File: src/rtl/button_event_source_pkg.sv
// Shared definitions for the button event source: per-button FSM encoding,
// default debounce/repeat timing at 50 MHz, and button bit positions.
package button_event_source_pkg;

    typedef enum logic [1:0] {
        ST_RELEASED     = 2'd0,
        ST_PRESS_WAIT   = 2'd1,
        ST_HELD         = 2'd2,
        ST_RELEASE_WAIT = 2'd3
    } btn_state_e;

    localparam int DEF_NUM_BTN         = 4;
    localparam int DEF_DEBOUNCE_CYCLES = 500000;
    localparam int DEF_REPEAT_DELAY    = 25000000;
    localparam int DEF_REPEAT_PERIOD   = 5000000;
    localparam int DEF_CNT_WIDTH       = 25;

    localparam int BTN_EAST  = 3;
    localparam int BTN_WEST  = 2;
    localparam int BTN_NORTH = 1;
    localparam int BTN_SOUTH = 0;

endpackage

File: src/rtl/button_event_source_if.sv
// Button/core signal bundle: raw buttons and acks toward the block,
// event/level/overrun flags back to the core.
interface button_event_source_if #(
    parameter int NUM_BTN = 4
);
    logic [NUM_BTN-1:0] iButton;
    logic [NUM_BTN-1:0] iAck;
    logic [NUM_BTN-1:0] oEvent;
    logic [NUM_BTN-1:0] oLevel;
    logic [NUM_BTN-1:0] oOverrun;

    modport master (output iButton, output iAck,
                    input  oEvent, input oLevel, input oOverrun);
    modport slave  (input  iButton, input iAck,
                    output oEvent, output oLevel, output oOverrun);
endinterface

File: src/rtl/button_event_source_button_debounce_fsm.sv
// One button: 2-flop synchronizer, debounce FSM with auto-repeat, registered
// debounced level and a one-cycle set pulse for the event flag.
module button_debounce_fsm
    import button_event_source_pkg::*;
#(
    parameter int DEBOUNCE_CYCLES = DEF_DEBOUNCE_CYCLES,
    parameter int REPEAT_DELAY    = DEF_REPEAT_DELAY,
    parameter int REPEAT_PERIOD   = DEF_REPEAT_PERIOD,
    parameter int CNT_WIDTH       = DEF_CNT_WIDTH
) (
    input  logic Clock,
    input  logic Reset_n,
    input  logic button_i,
    output logic level_o,
    output logic set_o
);

    localparam logic [CNT_WIDTH-1:0] CNT_ONE   = CNT_WIDTH'(1);
    localparam logic [CNT_WIDTH-1:0] DEB_LAST  = CNT_WIDTH'((DEBOUNCE_CYCLES > 0) ? DEBOUNCE_CYCLES - 1 : 0);
    localparam logic [CNT_WIDTH-1:0] RPT_FIRST = CNT_WIDTH'((REPEAT_DELAY > 0) ? REPEAT_DELAY - 1 : 0);
    localparam logic [CNT_WIDTH-1:0] RPT_NEXT  = CNT_WIDTH'((REPEAT_PERIOD > 0) ? REPEAT_PERIOD - 1 : 0);
    localparam bit                   RPT_EN    = (REPEAT_DELAY != 0);

    function automatic logic [CNT_WIDTH-1:0] sat_inc(input logic [CNT_WIDTH-1:0] v);
        return (&v) ? v : v + CNT_ONE;
    endfunction

    function automatic logic [CNT_WIDTH-1:0] sat_dec(input logic [CNT_WIDTH-1:0] v);
        return (v == '0) ? v : v - CNT_ONE;
    endfunction

    logic                 sync1_q, sync_q;
    btn_state_e           state_q, state_d;
    logic [CNT_WIDTH-1:0] cnt_q, cnt_d;
    logic [CNT_WIDTH-1:0] rpt_q, rpt_d;
    logic                 level_q, level_d;

    always_ff @(posedge Clock or negedge Reset_n) begin
        if (!Reset_n) begin
            sync1_q <= 1'b0;
            sync_q  <= 1'b0;
            state_q <= ST_RELEASED;
            cnt_q   <= '0;
            rpt_q   <= '0;
            level_q <= 1'b0;
        end else begin
            sync1_q <= button_i;
            sync_q  <= sync1_q;
            state_q <= state_d;
            cnt_q   <= cnt_d;
            rpt_q   <= rpt_d;
            level_q <= level_d;
        end
    end

    // The repeat counter counts down to zero; it only moves in HELD, so a
    // short release bounce resumes it exactly where it stopped.
    always_comb begin
        state_d = state_q;
        cnt_d   = cnt_q;
        rpt_d   = rpt_q;
        level_d = level_q;
        set_o   = 1'b0;
        case (state_q)
            ST_RELEASED: begin
                if (sync_q) begin
                    cnt_d   = '0;
                    state_d = ST_PRESS_WAIT;
                end
            end
            ST_PRESS_WAIT: begin
                if (!sync_q) begin
                    state_d = ST_RELEASED;
                end else if (cnt_q >= DEB_LAST) begin
                    state_d = ST_HELD;
                    level_d = 1'b1;
                    set_o   = 1'b1;
                    rpt_d   = RPT_FIRST;
                end else begin
                    cnt_d = sat_inc(cnt_q);
                end
            end
            ST_HELD: begin
                if (!sync_q) begin
                    cnt_d   = '0;
                    state_d = ST_RELEASE_WAIT;
                end else if (RPT_EN) begin
                    if (rpt_q == '0) begin
                        set_o = 1'b1;
                        rpt_d = RPT_NEXT;
                    end else begin
                        rpt_d = sat_dec(rpt_q);
                    end
                end
            end
            ST_RELEASE_WAIT: begin
                if (sync_q) begin
                    state_d = ST_HELD;
                end else if (cnt_q >= DEB_LAST) begin
                    state_d = ST_RELEASED;
                    level_d = 1'b0;
                end else begin
                    cnt_d = sat_inc(cnt_q);
                end
            end
        endcase
    end

    assign level_o = level_q;

endmodule

File: src/rtl/button_event_source.sv
// Top: one debounce FSM per button plus the sticky event/overrun flags that
// the core consumes with per-button ack pulses.
module button_event_source
    import button_event_source_pkg::*;
#(
    parameter int NUM_BTN         = DEF_NUM_BTN,
    parameter int DEBOUNCE_CYCLES = DEF_DEBOUNCE_CYCLES,
    parameter int REPEAT_DELAY    = DEF_REPEAT_DELAY,
    parameter int REPEAT_PERIOD   = DEF_REPEAT_PERIOD,
    parameter int CNT_WIDTH       = DEF_CNT_WIDTH
) (
    input  logic                  Clock,
    input  logic                  Reset_n,
    button_event_source_if.slave  bus
);

    logic [NUM_BTN-1:0] set_w;
    logic [NUM_BTN-1:0] level_w;
    logic [NUM_BTN-1:0] event_q, event_d;
    logic [NUM_BTN-1:0] overrun_q, overrun_d;

    for (genvar i = 0; i < NUM_BTN; i++) begin : g_btn
        button_debounce_fsm #(
            .DEBOUNCE_CYCLES (DEBOUNCE_CYCLES),
            .REPEAT_DELAY    (REPEAT_DELAY),
            .REPEAT_PERIOD   (REPEAT_PERIOD),
            .CNT_WIDTH       (CNT_WIDTH)
        ) u_fsm (
            .Clock    (Clock),
            .Reset_n  (Reset_n),
            .button_i (bus.iButton[i]),
            .level_o  (level_w[i]),
            .set_o    (set_w[i])
        );
    end

    // A set wins over a coincident ack, but the ack still counts as having
    // consumed the previous event, so overrun is cleared in that case.
    always_comb begin
        event_d   = event_q;
        overrun_d = overrun_q;
        for (int i = 0; i < NUM_BTN; i++) begin
            if (set_w[i]) begin
                event_d[i] = 1'b1;
                if (bus.iAck[i]) begin
                    overrun_d[i] = 1'b0;
                end else if (event_q[i]) begin
                    overrun_d[i] = 1'b1;
                end
            end else if (bus.iAck[i] && event_q[i]) begin
                event_d[i]   = 1'b0;
                overrun_d[i] = 1'b0;
            end
        end
    end

    always_ff @(posedge Clock or negedge Reset_n) begin
        if (!Reset_n) begin
            event_q   <= '0;
            overrun_q <= '0;
        end else begin
            event_q   <= event_d;
            overrun_q <= overrun_d;
        end
    end

    assign bus.oEvent   = event_q;
    assign bus.oLevel   = level_w;
    assign bus.oOverrun = overrun_q;

endmodule
File: src/flat_wrapper.sv
// flat-port wrapper written by rule: the top's interface ports become plain ports
module button_event_source_flat import button_event_source_pkg::*;
#(
    parameter int NUM_BTN         = DEF_NUM_BTN,
    parameter int DEBOUNCE_CYCLES = DEF_DEBOUNCE_CYCLES,
    parameter int REPEAT_DELAY    = DEF_REPEAT_DELAY,
    parameter int REPEAT_PERIOD   = DEF_REPEAT_PERIOD,
    parameter int CNT_WIDTH       = DEF_CNT_WIDTH
)
  (Clock, Reset_n, bus_iButton, bus_iAck, bus_oEvent, bus_oLevel, bus_oOverrun);
  button_event_source_if #(.NUM_BTN(NUM_BTN)) bus_i ();
  input  logic Clock;
  input  logic Reset_n;
  input wire logic [$bits(bus_i.iButton)-1:0] bus_iButton;
  input wire logic [$bits(bus_i.iAck)-1:0] bus_iAck;
  output wire logic [$bits(bus_i.oEvent)-1:0] bus_oEvent;
  output wire logic [$bits(bus_i.oLevel)-1:0] bus_oLevel;
  output wire logic [$bits(bus_i.oOverrun)-1:0] bus_oOverrun;
  assign bus_i.iButton = bus_iButton;
  assign bus_i.iAck = bus_iAck;
  assign bus_oEvent = bus_i.oEvent;
  assign bus_oLevel = bus_i.oLevel;
  assign bus_oOverrun = bus_i.oOverrun;
  button_event_source #(.NUM_BTN(NUM_BTN), .DEBOUNCE_CYCLES(DEBOUNCE_CYCLES), .REPEAT_DELAY(REPEAT_DELAY), .REPEAT_PERIOD(REPEAT_PERIOD), .CNT_WIDTH(CNT_WIDTH)) u_core (.Clock(Clock), .Reset_n(Reset_n), .bus(bus_i));
endmodule
File: config.mk
export PLATFORM = sky130hd
export DESIGN_NAME = button_event_source_flat
export DESIGN_NICKNAME = d
export VERILOG_FILES = /design/src/rtl/button_event_source_pkg.sv /design/src/rtl/button_event_source_if.sv /design/src/rtl/button_event_source_button_debounce_fsm.sv /design/src/rtl/button_event_source.sv /design/src/flat_wrapper.sv
export SDC_FILE = /design/constraint.sdc
export NUM_CORES = 1
export LEC_CHECK = 0
export BUFFER_PORTS_ARGS = -buffer_cell sky130_fd_sc_hd__buf_4
export CAP_MARGIN = 30
export CORE_ASPECT_RATIO = 0.5
export CORE_MARGIN = 2
export CORE_UTILIZATION = 65
export CTS_BUF_LIST = sky130_fd_sc_hd__clkbuf_4
export CTS_CLUSTER_SIZE = 40
export DETAILED_ROUTE_END_ITERATION = 8
export PLACE_DENSITY = 0.8
export SLEW_MARGIN = 15
export SYNTH_ARGS = -nofsm -noshare
export SYNTH_HDL_FRONTEND = slang
export SYNTH_SLANG_ARGS = --single-unit
File: constraint.sdc
create_clock -name Clock -period 3.3 [get_ports Clock]
set_input_delay 0.165 -clock Clock [delete_from_list [all_inputs] [get_ports Clock]]
set_output_delay 0.165 -clock Clock [all_outputs]
set_load 0.01 [all_outputs]
==> metrics list, run 1 <==
- Clock net sink count: 228
- Total congestion overflow after global routing: 0
- The cell sitting at the root of the clock tree is a sky130_fd_sc_hd__clkbuf_4.
- TritonCTS buffer count: 53
- Clock transition at the registers of the reported paths: 0.08 ns
- CTS max path bufs: 3
* Worst setup slack after layout: 0.332 ns
- In this run the vertical extent of the chip is 103 um.
- Half-perimeter wire length after detailed placement: 19500 um
- Req. time, crit path: 3.81 ns
- For the worst setup path, the data arrival time is 3.48 ns.
- The pre-antenna-repair detailed-routing pass consisted of 5 iterations.
* Number of different library cells in the post-synthesis netlist: 80
- In this run the remaining antenna-violating nets after routing total 0.
* Critical path startpoint: u_core.g_btn[1].u_fsm.cnt_q[12]$_DFFE_PN0P_
* Post-synthesis to final-layout area growth: 9.06%
- Yosys printed 0 warnings.
* Cell with the biggest individual delay on the critical path: sky130_fd_sc_hd__or4_1
* Proportion of layout cells with a drive suffix above 1: 10.4%
* WL final: 29200 um
* Largest stage delay, worst path: 0.58 ns
- Most frequent cell after synthesis: sky130_fd_sc_hd__dfrtp_1
- Async set-or-reset flop fraction in the synthesized netlist: 100%
- Dpl cells: 1696
* Worst reg2reg path endpoint: u_core.g_btn[1].u_fsm.rpt_q[22]$_DFFE_PN0P_
* Effective utilization at floorplan: 66.0%
- Gate family responsible for the most delay along the worst path: compound AO/OA/AOI/OAI gates
* Crit Path Max Fanout: 13
- Detailed routing inserted a total of 11500 vias.
- The floorplan step defined a die boundary enclosing 20900 um2.
- The setup check on the worst reg-to-reg path leaves a slack of 0.33 ns.
- After detailed routing, the number of vias per cell comes to 6.37.
- The number of failing hold endpoints at the final stage came to 0.
- Summed over its instances, the top area cell type makes up 44.6% of the synthesized netlist area.
- Setup repair after global routing left no endpoint under its margin.
- Clock latency on the worst-skew pair, taken at its later pin, is 0.67 ns.
* Max cap viols: 0
- Hold Worst Slack: 0.134 ns
* Most numerous cell on the critical path: sky130_fd_sc_hd__or4_1
- For the final database, setup skew stands at 0.0414 ns.
* Final critical path time including I/O delays and setup: 2.97 ns
- Power per cell area: 598 nW/um2
- Synth Cell Area: 12800 um2
- The critical path goes through or4_1 > or4_1 > o211ai_2 > o211ai_1 > o31ai_1 > o21ai_0.
- Post-Layout Cell Count: 1800
- In this run the tightest slew margin relative to its limit is 42.7%.
- Global routing used 28.3% of the available tracks across all layers.
- X dimension of the die: 202 um
- Launching point of the worst reg2reg path: u_core.g_btn[1].u_fsm.cnt_q[12]$_DFFE_PN0P_
- Counting instances in the post-synthesis netlist gives the leading cell types as sky130_fd_sc_hd__dfrtp_1, sky130_fd_sc_hd__nor2_1, sky130_fd_sc_hd__a21oi_1, sky130_fd_sc_hd__o21ai_0, sky130_fd_sc_hd__nand2_1.
- Drc violations: 0
- Largest net degree at the start of global routing: 108
- Post-DP Area: 13200 um2
* Fmax: 337 MHz
* Number of synthesized register bits: 228
- Sequential fraction of the synthesis area: 44.6%
* Largest cells by area after synthesis: sky130_fd_sc_hd__dfrtp_1, sky130_fd_sc_hd__nor2_1, sky130_fd_sc_hd__a21oi_1
* Most used flip-flop cell after synthesis: sky130_fd_sc_hd__dfrtp_1
- Summed over all cells, the static leakage comes to 5.47 nW.
- The critical path contains buffers and inverters numbering 0 combined.
- 22 I/O pins were placed.
- Buffers on Ports: 21
- TritonCTS built the clock tree.
* # rows: 36
* Routed WL per cell: 16.2 um
* Antenna violations before repair: 0
* Post-Synthesis Cells: 1444
* Worst-margin pin slew: 0.851 ns
- Net count reported at finish: 1533
- Classification of the worst setup path: flop to flop
* Total count of max-transition violations in the final report: 0
- Period Utilization, post-route: 89.9%
- The path class of the tightest hold or removal check is input port to async pin.
- Setup violations remaining at the end of the flow were counted as 0.
- Cells fill 72.0% of the core in the end.
- Antenna diodes: 0
* Detailed router's first-iteration violation count: 973
* VDD IR-drop max: 0.390 mV
- Result of the run: complete, no violations
- After layout, the design draws a total of 8.34 mW.
* Vias in the first global route: 10700
- Count of buffers added by post-CTS timing repair for setup: 0
- Setup total negative slack: 0 ns
- Post-synth EDFFs: 0
- Synthesis produced a netlist with a net count of 1482.
* CP startpoint kind: flop
- Worst Reg2Reg Path Length in Cells: 6
- The region available for standard cell placement spans 19400 um2.
- Worst setup slack after placement: 0.408 ns
- Global-route wire length before repair: 49300 um
* Yosys top cell by area: sky130_fd_sc_hd__dfrtp_1
- Averaged over all synthesized cells, the footprint is 8.85 um2.
- Gp weighted congestion: 0.898
- Summing all non-filler instances in the final layout gives an area of 13900 um2.
- The H-tree was split into 2 levels.
- The worst setup path is captured at a flop.
## routing by layer
layer | vias up | wire length [um] | GRT usage [%]
met3 | 34 | 1700 | 5.50
met2 | 356 | 14000 | 49.0
met4 | 0 | 327 | 8.37
met1 | 5550 | 13100 | 37.0
li1 | 5533 | - | -
met5 | - | 0 | 0
## kinds of logic after synthesis
group	share of synthesized area, %
buf+inv	3.47
simple gates	26.5
compound gates	20.8
flops	44.6
mux	0.744
fa+ha+maj	2.74
xor+xnor	1.10
## registers in the layout, summed over array words and instances, names as in the netlist, named ones only
signal / flops
u_core.bus.oEvent: 4
u_core.bus.oOverrun: 4
u_core.g_btn.u_fsm.cnt_q: 100
u_core.g_btn.u_fsm.level_o: 4
u_core.g_btn.u_fsm.rpt_q: 100
u_core.g_btn.u_fsm.state_q: 4
u_core.g_btn.u_fsm.sync1_q: 4
u_core.g_btn.u_fsm.sync_q: 4
## what timing repair did
action                    in CTS  in global routing
hold buffers                   9                  0
resized for setup              0                  0
hold endpoints to repair     116                  0
## area by class of cell
| cell class | count | area [um2] |
|---|---|---|
| multi-input combinational | 1110 | 6630 |
| sequential | 228 | 5710 |
| fill | 1474 | 5430 |
| clock buffer | 67 | 503 |
| timing repair buffer | 54 | 448 |
| tap | 266 | 333 |
| inverter | 48 | 180 |
| clock inverter | 27 | 136 |
## power by group
| part | internal, mW | total (mW) | switching, mW |
|---|---|---|---|
| sequential | 3.09 | 3.47 | 0.382 |
| clock | 1.04 | 2.21 | 1.16 |
| combinational | 0.881 | 2.66 | 1.78 |
| total | 5.01 | 8.34 | 3.32 |
## layout by cell type (no fill, tap or decap), drive strengths merged, types with 15 or more instances in the layout
cell type    n
o21a        15
or3         29
dfrtp      228
buf         45
a21oi      113
or4         43
nor3        62
o21ai      111
or2         19
and2        28
o31ai       36
inv         49
nand2b      18
nor4        48
clkinv      25
nand3       54
nor2       152
nand2      104
clkbuf      67
a31oi       29
ha          28
nand4       33
## how the worst max path moves through the flow
stage / cells after the start / slack (ns) / endpoint
6_report: 6 / 0.33 / u_core.g_btn[1].u_fsm.rpt_q[22]$_DFFE_PN0P_
5_1_grt: 6 / 0.21 / u_core.g_btn[1].u_fsm.rpt_q[22]$_DFFE_PN0P_
4_1_cts: 6 / 0.41 / u_core.g_btn[1].u_fsm.rpt_q[22]$_DFFE_PN0P_
3_5_place_dp: 6 / 0.41 / u_core.g_btn[1].u_fsm.rpt_q[3]$_DFFE_PN0P_
3_3_place_gp: 6 / 0.49 / u_core.g_btn[1].u_fsm.rpt_q[3]$_DFFE_PN0P_
2_1_floorplan: 8 / 0.70 / u_core.g_btn[2].u_fsm.rpt_q[17]$_DFFE_PN0P_
No activity file was read; power rests on OpenSTA's default activity.
==> run 2: changes to the inputs <==
==> constraint.sdc (replaced) <==
create_clock -name Clock -period 3.3 [get_ports Clock]
set_input_delay 0.33 -clock Clock [delete_from_list [all_inputs] [get_ports Clock]]
set_output_delay 0.33 -clock Clock [all_outputs]
set_load 0.01 [all_outputs]
==> metrics list, run 2 (same netlist as run 1, synthesis figures left out) <==
* Result of the run: complete, no violations
- Classification of the worst setup path: flop to flop
- HP Class: input port to async pin
- TritonCTS built the clock tree.
- Via density per instance: 6.38 (about the same)
* Core outline area: 19400 um2 (unchanged)
* H-tree depth: 2 (unchanged)
- Vias in the first global route: 10700 (-0.40%)
- The source-to-sink clock delay at the later pin of the worst-skew pair is 0.66 ns (about the same).
* Max cap viols: 0 (unchanged)
* Clock transition at the registers of the reported paths: 0.07 ns (about the same)
- The post-route worst setup slack was 0.317 ns (-0.0157 ns).
* Total congestion overflow after global routing: 0 (unchanged)
* Launching point of the worst reg2reg path: u_core.g_btn[1].u_fsm.cnt_q[12]$_DFFE_PN0P_
- On the critical path the largest part of the delay comes from compound AO/OA/AOI/OAI gates.
- CTS placed an instance of sky130_fd_sc_hd__clkbuf_4 at the clock tree root.
- The pin count of the biggest net entering global routing came to 97 (-10%).
- The number of antenna cells inserted came to 0 (unchanged).
- The CTS buffer count is 53 (unchanged).
- The transition time at the pin with the least slew margin was 0.808 ns (-0.0432 ns).
- The critical path data required time is 3.81 ns (about the same).
- Power per cell area: 597 nW/um2 (-0.26%)
- Critical path startpoint: u_core.g_btn[1].u_fsm.cnt_q[12]$_DFFE_PN0P_
- Internal Power: 5.05 mW (+0.68%)
- Via Count: 11500 (-0.13%)
- Combinational share of power: 31.8% (about the same)
- Worst slew margin relative to its limit: 46.0% (+3.4 points)
- The width of the die came to 202 um (unchanged).
- Filler instances: 1482 (+0.54%)
- Detailed router's first-iteration violation count: 1021 (+4.9%)
- Largest stage delay, worst path: 0.56 ns (-0.02 ns)
* Gp weighted congestion: 0.872 (-2.9%)
* Clock net sink count: 228 (unchanged)
- Area of the die: 20900 um2 (unchanged)
* Half-perimeter wire length after detailed placement: 19700 um (+0.76%)
* Proportion of layout cells with a drive suffix above 1: 10.7% (+0.35 points)
- CTS max path bufs: 3 (unchanged)
* Count of boundary I/O pins: 22 (unchanged)
- Vertical die dimension: 103 um (unchanged)
- The largest individual stage delay along the critical path comes from the cell sky130_fd_sc_hd__or4_1.
- The worst slack at placement came to 0.376 ns (-0.0323 ns).
- # rows: 36 (unchanged)
* Crit Path Max Fanout: 13 (unchanged)
- The final net count is 1533 (unchanged).
- The number of antenna violations at the first check in global routing came to 0 (unchanged).
* Sw Share: 39.3% (-0.54 points)
- The signed area change from the synthesized netlist to the final layout was 9.11% (about the same).
- STA classifies the critical path endpoint as a flop.
* Part of the power in the clock network: 26.3% (about the same)
* Global routing usage summed across all routing layers: 28.5% (+0.20 points)
- The quantity of gates resized following cts was 0 (unchanged).
* VDD IR-drop max: 0.347 mV (-11%)
- The global-route wire length before repair came to 49600 um (+0.50%).
- Registers with the most flip-flops: u_core.g_btn.u_fsm.cnt_q (100), u_core.g_btn.u_fsm.rpt_q (100)
* Final critical path time including I/O delays and setup: 2.98 ns (+0.0157 ns)
- STA classifies the critical path startpoint as a flop.
- The leakage dissipation came to 5.48 nW (+0.15%).
- First-pass detailed-route iteration total: 5 (unchanged)
- The initial standard-cell utilization of the core was 66.0% (unchanged).
* Fmax: 335 MHz (-0.53%)
- Arrival time of the worst setup path: 3.50 ns (+0.02 ns)
- Commonest cells after routing, fill and taps aside: sky130_fd_sc_hd__dfrtp_1, sky130_fd_sc_hd__nor2_1, sky130_fd_sc_hd__a21oi_1
- The worst-case clock skew is 0.0334 ns (-0.00804 ns).
- WL final: 29300 um (+0.57%)
- Routed WL per cell: 16.3 um (+0.80%)
- Drc violations: 0 (unchanged)
- Total count of max-transition violations in the final report: 0 (unchanged)
- Final Hold Violating Endpoints: 0 (unchanged)
- Setup total negative slack: 0 ns (unchanged)
- The combined buffer and inverter count along the critical path is 0 (unchanged).
- Period Utilization, post-route: 90.4% (+0.48 points)
- RSZ-0062 raised after global routing: false
* Final setup vio count: 0 (unchanged)
* CP Cell Sequence: or4_1 > or4_1 > o211ai_2 > o211ai_1 > o41ai_1 > o21ai_1
- Residual antenna-violating net count after detailed routing: 0 (unchanged)
- The sequential share of power came to 41.9% (+0.2 points).
- Total Power Consumption: 8.32 mW (-0.21%)
- The count of input and output buffers was 21 (unchanged).
* Utilization of the core after routing: 72.0% (about the same)
- Most numerous cell on the critical path: sky130_fd_sc_hd__or4_1
- The library cell used most frequently in the layout, excluding fill and tap cells, is sky130_fd_sc_hd__dfrtp_1.
* Net switching power: 3.27 mW (-1.6%)
## run 2: cell count changes in the layout (fill, tap and decap cells not counted)
| cell | before | now |
|---|---|---|
| sky130_fd_sc_hd__clkinv_2 | 7 | 2 |
| sky130_fd_sc_hd__buf_12 | 1 | 2 |
| sky130_fd_sc_hd__bufinv_16 | 1 | 0 |
| sky130_fd_sc_hd__clkinv_1 | 18 | 9 |
| sky130_fd_sc_hd__clkbuf_4 | 67 | 78 |
| sky130_fd_sc_hd__buf_4 | 43 | 42 |
## run 2: path summary, 6_finish.rpt
check                                                               to  slack, ns  depth (start not counted)
max                         u_core.g_btn[1].u_fsm.rpt_q[3]$_DFFE_PN0P_       0.32                          6
min                        u_core.g_btn[2].u_fsm.rpt_q[15]$_DFFE_PN0P_       0.28                          2
max reg2reg                 u_core.g_btn[1].u_fsm.rpt_q[3]$_DFFE_PN0P_       0.32                          6
min reg2reg                     u_core.g_btn[0].u_fsm.sync_q$_DFF_PN0_       0.34                          0
max in group asynchronous  u_core.g_btn[0].u_fsm.cnt_q[23]$_DFFE_PN0P_       2.13                          3
min in group Clock             u_core.g_btn[2].u_fsm.sync1_q$_DFF_PN0_       0.33                          2
## run 2: what timing repair did
item / CTS / global route
hold buffers: 9 / 0
buffers inserted: 0 / 0
endpoints found under the hold margin: 106 / 0
## run 2: power by group through the flow
| stage | combinational [mW] | sequential [mW] | clock (mW) |
|---|---|---|---|
| CTS | 2.61 | 3.47 | 2.24 |
| finish | 2.65 | 3.49 | 2.19 |
| floorplan | 1.98 | 3.42 | 0 |
| global route | 2.98 | 3.54 | 2.41 |
| global placement | 2.50 | 3.49 | 0 |
| detailed placement | 2.60 | 3.51 | 0 |
## run 2: layer usage
layer | up-vias | global-route usage [%] | part of all wire, %
met4 | 0 | 9.83 | 1.3
met3 | 50 | 5.85 | 5.3
met2 | 349 | 47.7 | 47
met1 | 5527 | 37.8 | 46
met5 | - | 0 | 0
li1 | 5532 | - | -
## run 2: cell type report
class | instances | area [um2] | share of cell area, %
timing repair buffer | 54 | 460 | 3.30
clock inverter | 12 | 47.5 | 0.341
inverter | 48 | 180 | 1.29
multi-input combinational | 1110 | 6630 | 47.6
clock buffer | 78 | 586 | 4.20
tap | 266 | 333 | 2.39
sequential | 228 | 5710 | 40.9
## run 2: per-stage QoR
| stage | hold slack, ns | area [um2] | instances |
|---|---|---|---|
| 3_3_place_gp | 0.332 | 13200 | 1696 |
| 6_report | 0.284 | 13900 | 1796 |
| 2_1_floorplan | 0.0344 | 12800 | 1444 |
| 3_5_place_dp | 0.336 | 13200 | 1696 |
| 4_1_cts | 0.272 | 13900 | 1795 |
| 5_1_grt | 0.282 | 13900 | 1796 |
==> run 3: changes to the inputs <==
- CORE_UTILIZATION: 65 -> 55
- PLACE_DENSITY: 0.8 -> 0.69
==> metrics list, run 3 (same netlist as run 1, synthesis figures left out) <==
* Core outline area: 22800 um2 (+18%)
- The critical path data required time is 3.89 ns (+0.08 ns).
* Period Utilization, post-route: 87.7% (-2.7 points)
* Worst setup skew after layout: 0.0400 ns (+0.00657 ns)
- Worst Reg2Reg Path Length in Cells: 6 (unchanged)
- Count of boundary I/O pins: 22 (unchanged)
* Clock net sink count: 228 (unchanged)
- Registers with the most flip-flops: u_core.g_btn.u_fsm.cnt_q (100), u_core.g_btn.u_fsm.rpt_q (100)
- Clock tree from TritonCTS: yes
- The total number of H-tree levels is 2 (unchanged).
* Detailed router's first-iteration violation count: 937 (-8.2%)
- Area of the die: 24500 um2 (+18%)
- Setup repair after global routing left no endpoint under its margin.
* Effective utilization at floorplan: 56.1% (-9.9 points)
- The fill cell instance count of the final layout is 1985 (+34%).
* Leakage: 5.51 nW (+0.55%)
* Clock transition at the registers of the reported paths: 0.07 ns (about the same)
- First-pass detailed-route iteration total: 6 (+1)
* Hold Worst Slack: 0.263 ns (-0.0209 ns)
* Net count reported at finish: 1537 (+0.26%)
- Worst-Skew Late Latency: 0.72 ns (+0.06 ns)
* Storage element area: 5710 um2 (unchanged)
* Leading cell type in the layout, fill and taps excluded: sky130_fd_sc_hd__dfrtp_1
* Count of buffers added by post-CTS timing repair for setup: 0 (unchanged)
- WL final: 29400 um (+0.22%)
- Worst slew margin relative to its limit: 42.1% (-3.9 points)
- Crit Path Max Fanout: 13 (unchanged)
- Startpoint of the worst hold path: bus_iButton[1]
- The final routed DRC violation total came to 0 (unchanged).
- Residual antenna-violating net count after detailed routing: 0 (unchanged)
- The detailed-placement wirelength estimate was 19700 um (about the same).
* CP Capture Type: flop
- STA classifies the critical path startpoint as a flop.
- Worst-margin pin slew: 0.867 ns (+0.0591 ns)
- The run finished with clean final reports.
* Net switching power: 3.31 mW (+1.3%)
* Total Power Consumption: 8.45 mW (+1.5%)
- The arrival time at the worst endpoint was 3.49 ns (about the same).
- The total negative setup slack came to 0 ns (unchanged).
* Fmax: 345 MHz (+3.1%)
- The minimum period implied by the final worst setup slack came to 2.90 ns (-0.0883 ns).
- Internal Power: 5.13 mW (+1.7%)
- The average wire length per cell after detail routing is 15.9 um (-2.4%).
* Cells on Worst Hold Path: 2
- The global-route wire length before repair is 50400 um (+1.7%).
- Final setup vio count: 0 (unchanged)
- Power per cell area: 601 nW/um2 (+0.72%)
* Total congestion overflow after global routing: 0 (unchanged)
- Terminating pin of the worst hold path: u_core.g_btn[1].u_fsm.sync1_q$_DFF_PN0_
- CTS max path bufs: 3 (unchanged)
- The final weighted congestion of routability-driven global placement was 0.883 (+1.3%).
- The cell sitting at the root of the clock tree is a sky130_fd_sc_hd__clkbuf_4.
- Post-Layout Cell Count: 1845 (+2.7%)
- Relative to the synthesized area, the layout overhead comes to 9.95%.
- The count of final max-slew check failures came to 0 (unchanged).
- The critical path is of the flop to flop type.
* Buffers on Ports: 21 (unchanged)
- The relative contribution of combinational cells to total power was 31.6% (-0.2 points).
* TritonCTS buffer count: 54 (+1.9%)
- In the layout the commonest cells are sky130_fd_sc_hd__dfrtp_1, sky130_fd_sc_hd__nor2_1, sky130_fd_sc_hd__a21oi_1.
- Largest net degree at the start of global routing: 105 (+8.2%)
* Final Hold Violating Endpoints: 0 (unchanged)
- Antenna violations before repair: 0 (unchanged)
- The min-delay analysis places its worst path in the category input port to flop.
- The routed via count was 11400 (-0.76%).
- The slack of the worst reg-to-reg path is 0.40 ns (+0.09 ns).
- Max cap viols: 0 (unchanged)
* Proportion of layout cells with a drive suffix above 1: 11.1% (+0.40 points)
- The fraction of power consumed by the clock network was 27.3% (+1.0 points).
* Antenna diodes: 0 (unchanged)
- The width of the die is 220 um (+8.5%).
- Area of the multi-input gates: 6630 um2 (unchanged)
- VDD IR-drop max: 0.310 mV (-11%)
- The startpoint identified for the worst register-to-register timing path is u_core.g_btn[1].u_fsm.cnt_q[12]$_DFFE_PN0P_.
* Vertical die dimension: 112 um (+8.4%)
* Dpl cells: 1741 (+2.7%)
- The row count was 39 (+8.3%).
- Global routing usage summed across all routing layers: 24.6% (-3.9 points)
* Vias in the first global route: 10700 (-0.019%)
- The sequential share of power came to 41.1% (-0.8 points).
- The switching power as a share of total power came to 39.2% (-0.091 points).
- The worst register-to-register path ends at u_core.g_btn[1].u_fsm.rpt_q[3]$_DFFE_PN0P_.
* Via density per instance: 6.16 (-3.4%)
==> run 3: power groups by stage <==
stage,clock (mW),combinational [mW],sequential (mW)
floorplan,0,1.98,3.42
global placement,0,2.58,3.49
detailed placement,0,2.66,3.51
CTS,2.40,2.67,3.46
global route,2.55,3.01,3.52
finish,2.31,2.67,3.47
==> run 3: worst max-delay path: stages, from the launching register on <==
cell	delay, ns
sky130_fd_sc_hd__dfrtp_1	0.43
sky130_fd_sc_hd__or4_1	0.53
sky130_fd_sc_hd__or4_1	0.57
sky130_fd_sc_hd__o211ai_2	0.43
sky130_fd_sc_hd__o211ai_1	0.36
sky130_fd_sc_hd__o41ai_1	0.32
sky130_fd_sc_hd__o21ai_1	0.11
==> run 3: final cells by class <==
class,instances,share of cell area (%)
tap,307,2.73
timing repair buffer,57,3.44
clock inverter,13,0.365
inverter,48,1.28
sequential,228,40.6
multi-input combinational,1110,47.2
clock buffer,82,4.38
==> run 3: repair_timing <==
item	in CTS	in global routing
endpoints found under the hold margin	111	0
resized for setup	0	0
hold buffers	9	0
==> run 3: worst max-delay path by stage <==
| stage | end | slack, ns | startpoint |
|---|---|---|---|
| after floorplan | u_core.g_btn[2].u_fsm.rpt_q[17]$_DFFE_PN0P_ | 0.70 | u_core.g_btn[2].u_fsm.rpt_q[19]$_DFFE_PN0P_ |
| after global placement | u_core.g_btn[1].u_fsm.rpt_q[3]$_DFFE_PN0P_ | 0.45 | u_core.g_btn[1].u_fsm.cnt_q[12]$_DFFE_PN0P_ |
| after detailed placement | u_core.g_btn[2].u_fsm.rpt_q[6]$_DFFE_PN0P_ | 0.44 | u_core.g_btn[2].u_fsm.rpt_q[19]$_DFFE_PN0P_ |
| after CTS | u_core.g_btn[0].u_fsm.rpt_q[8]$_DFFE_PN0P_ | 0.43 | u_core.g_btn[0].u_fsm.cnt_q[11]$_DFFE_PN0P_ |
| after global routing | u_core.g_btn[0].u_fsm.rpt_q[8]$_DFFE_PN0P_ | 0.17 | u_core.g_btn[0].u_fsm.cnt_q[11]$_DFFE_PN0P_ |
| final | u_core.g_btn[1].u_fsm.rpt_q[3]$_DFFE_PN0P_ | 0.40 | u_core.g_btn[1].u_fsm.cnt_q[12]$_DFFE_PN0P_ |
==> run 3: layer usage <==
layer  vias to the layer above  routed length (um)  GRT usage, %
met4                         0                 613          8.51
met5                         -                   0             0
met3                        63                1600          5.22
li1                       5546                   -             -
met1                      5492               13900          33.6
met2                       270               13300          39.1
==> run 3: metrics by stage <==
step / area [um2] / util (%) / worst slack, ns
global placement: 13300 / 58.3 / 0.447
global route: 14000 / 61.7 / 0.174
floorplan: 12800 / - / 0.701
CTS: 14000 / 61.7 / 0.432
detailed placement: 13300 / 58.3 / 0.445
finish: 14000 / 61.7 / 0.405
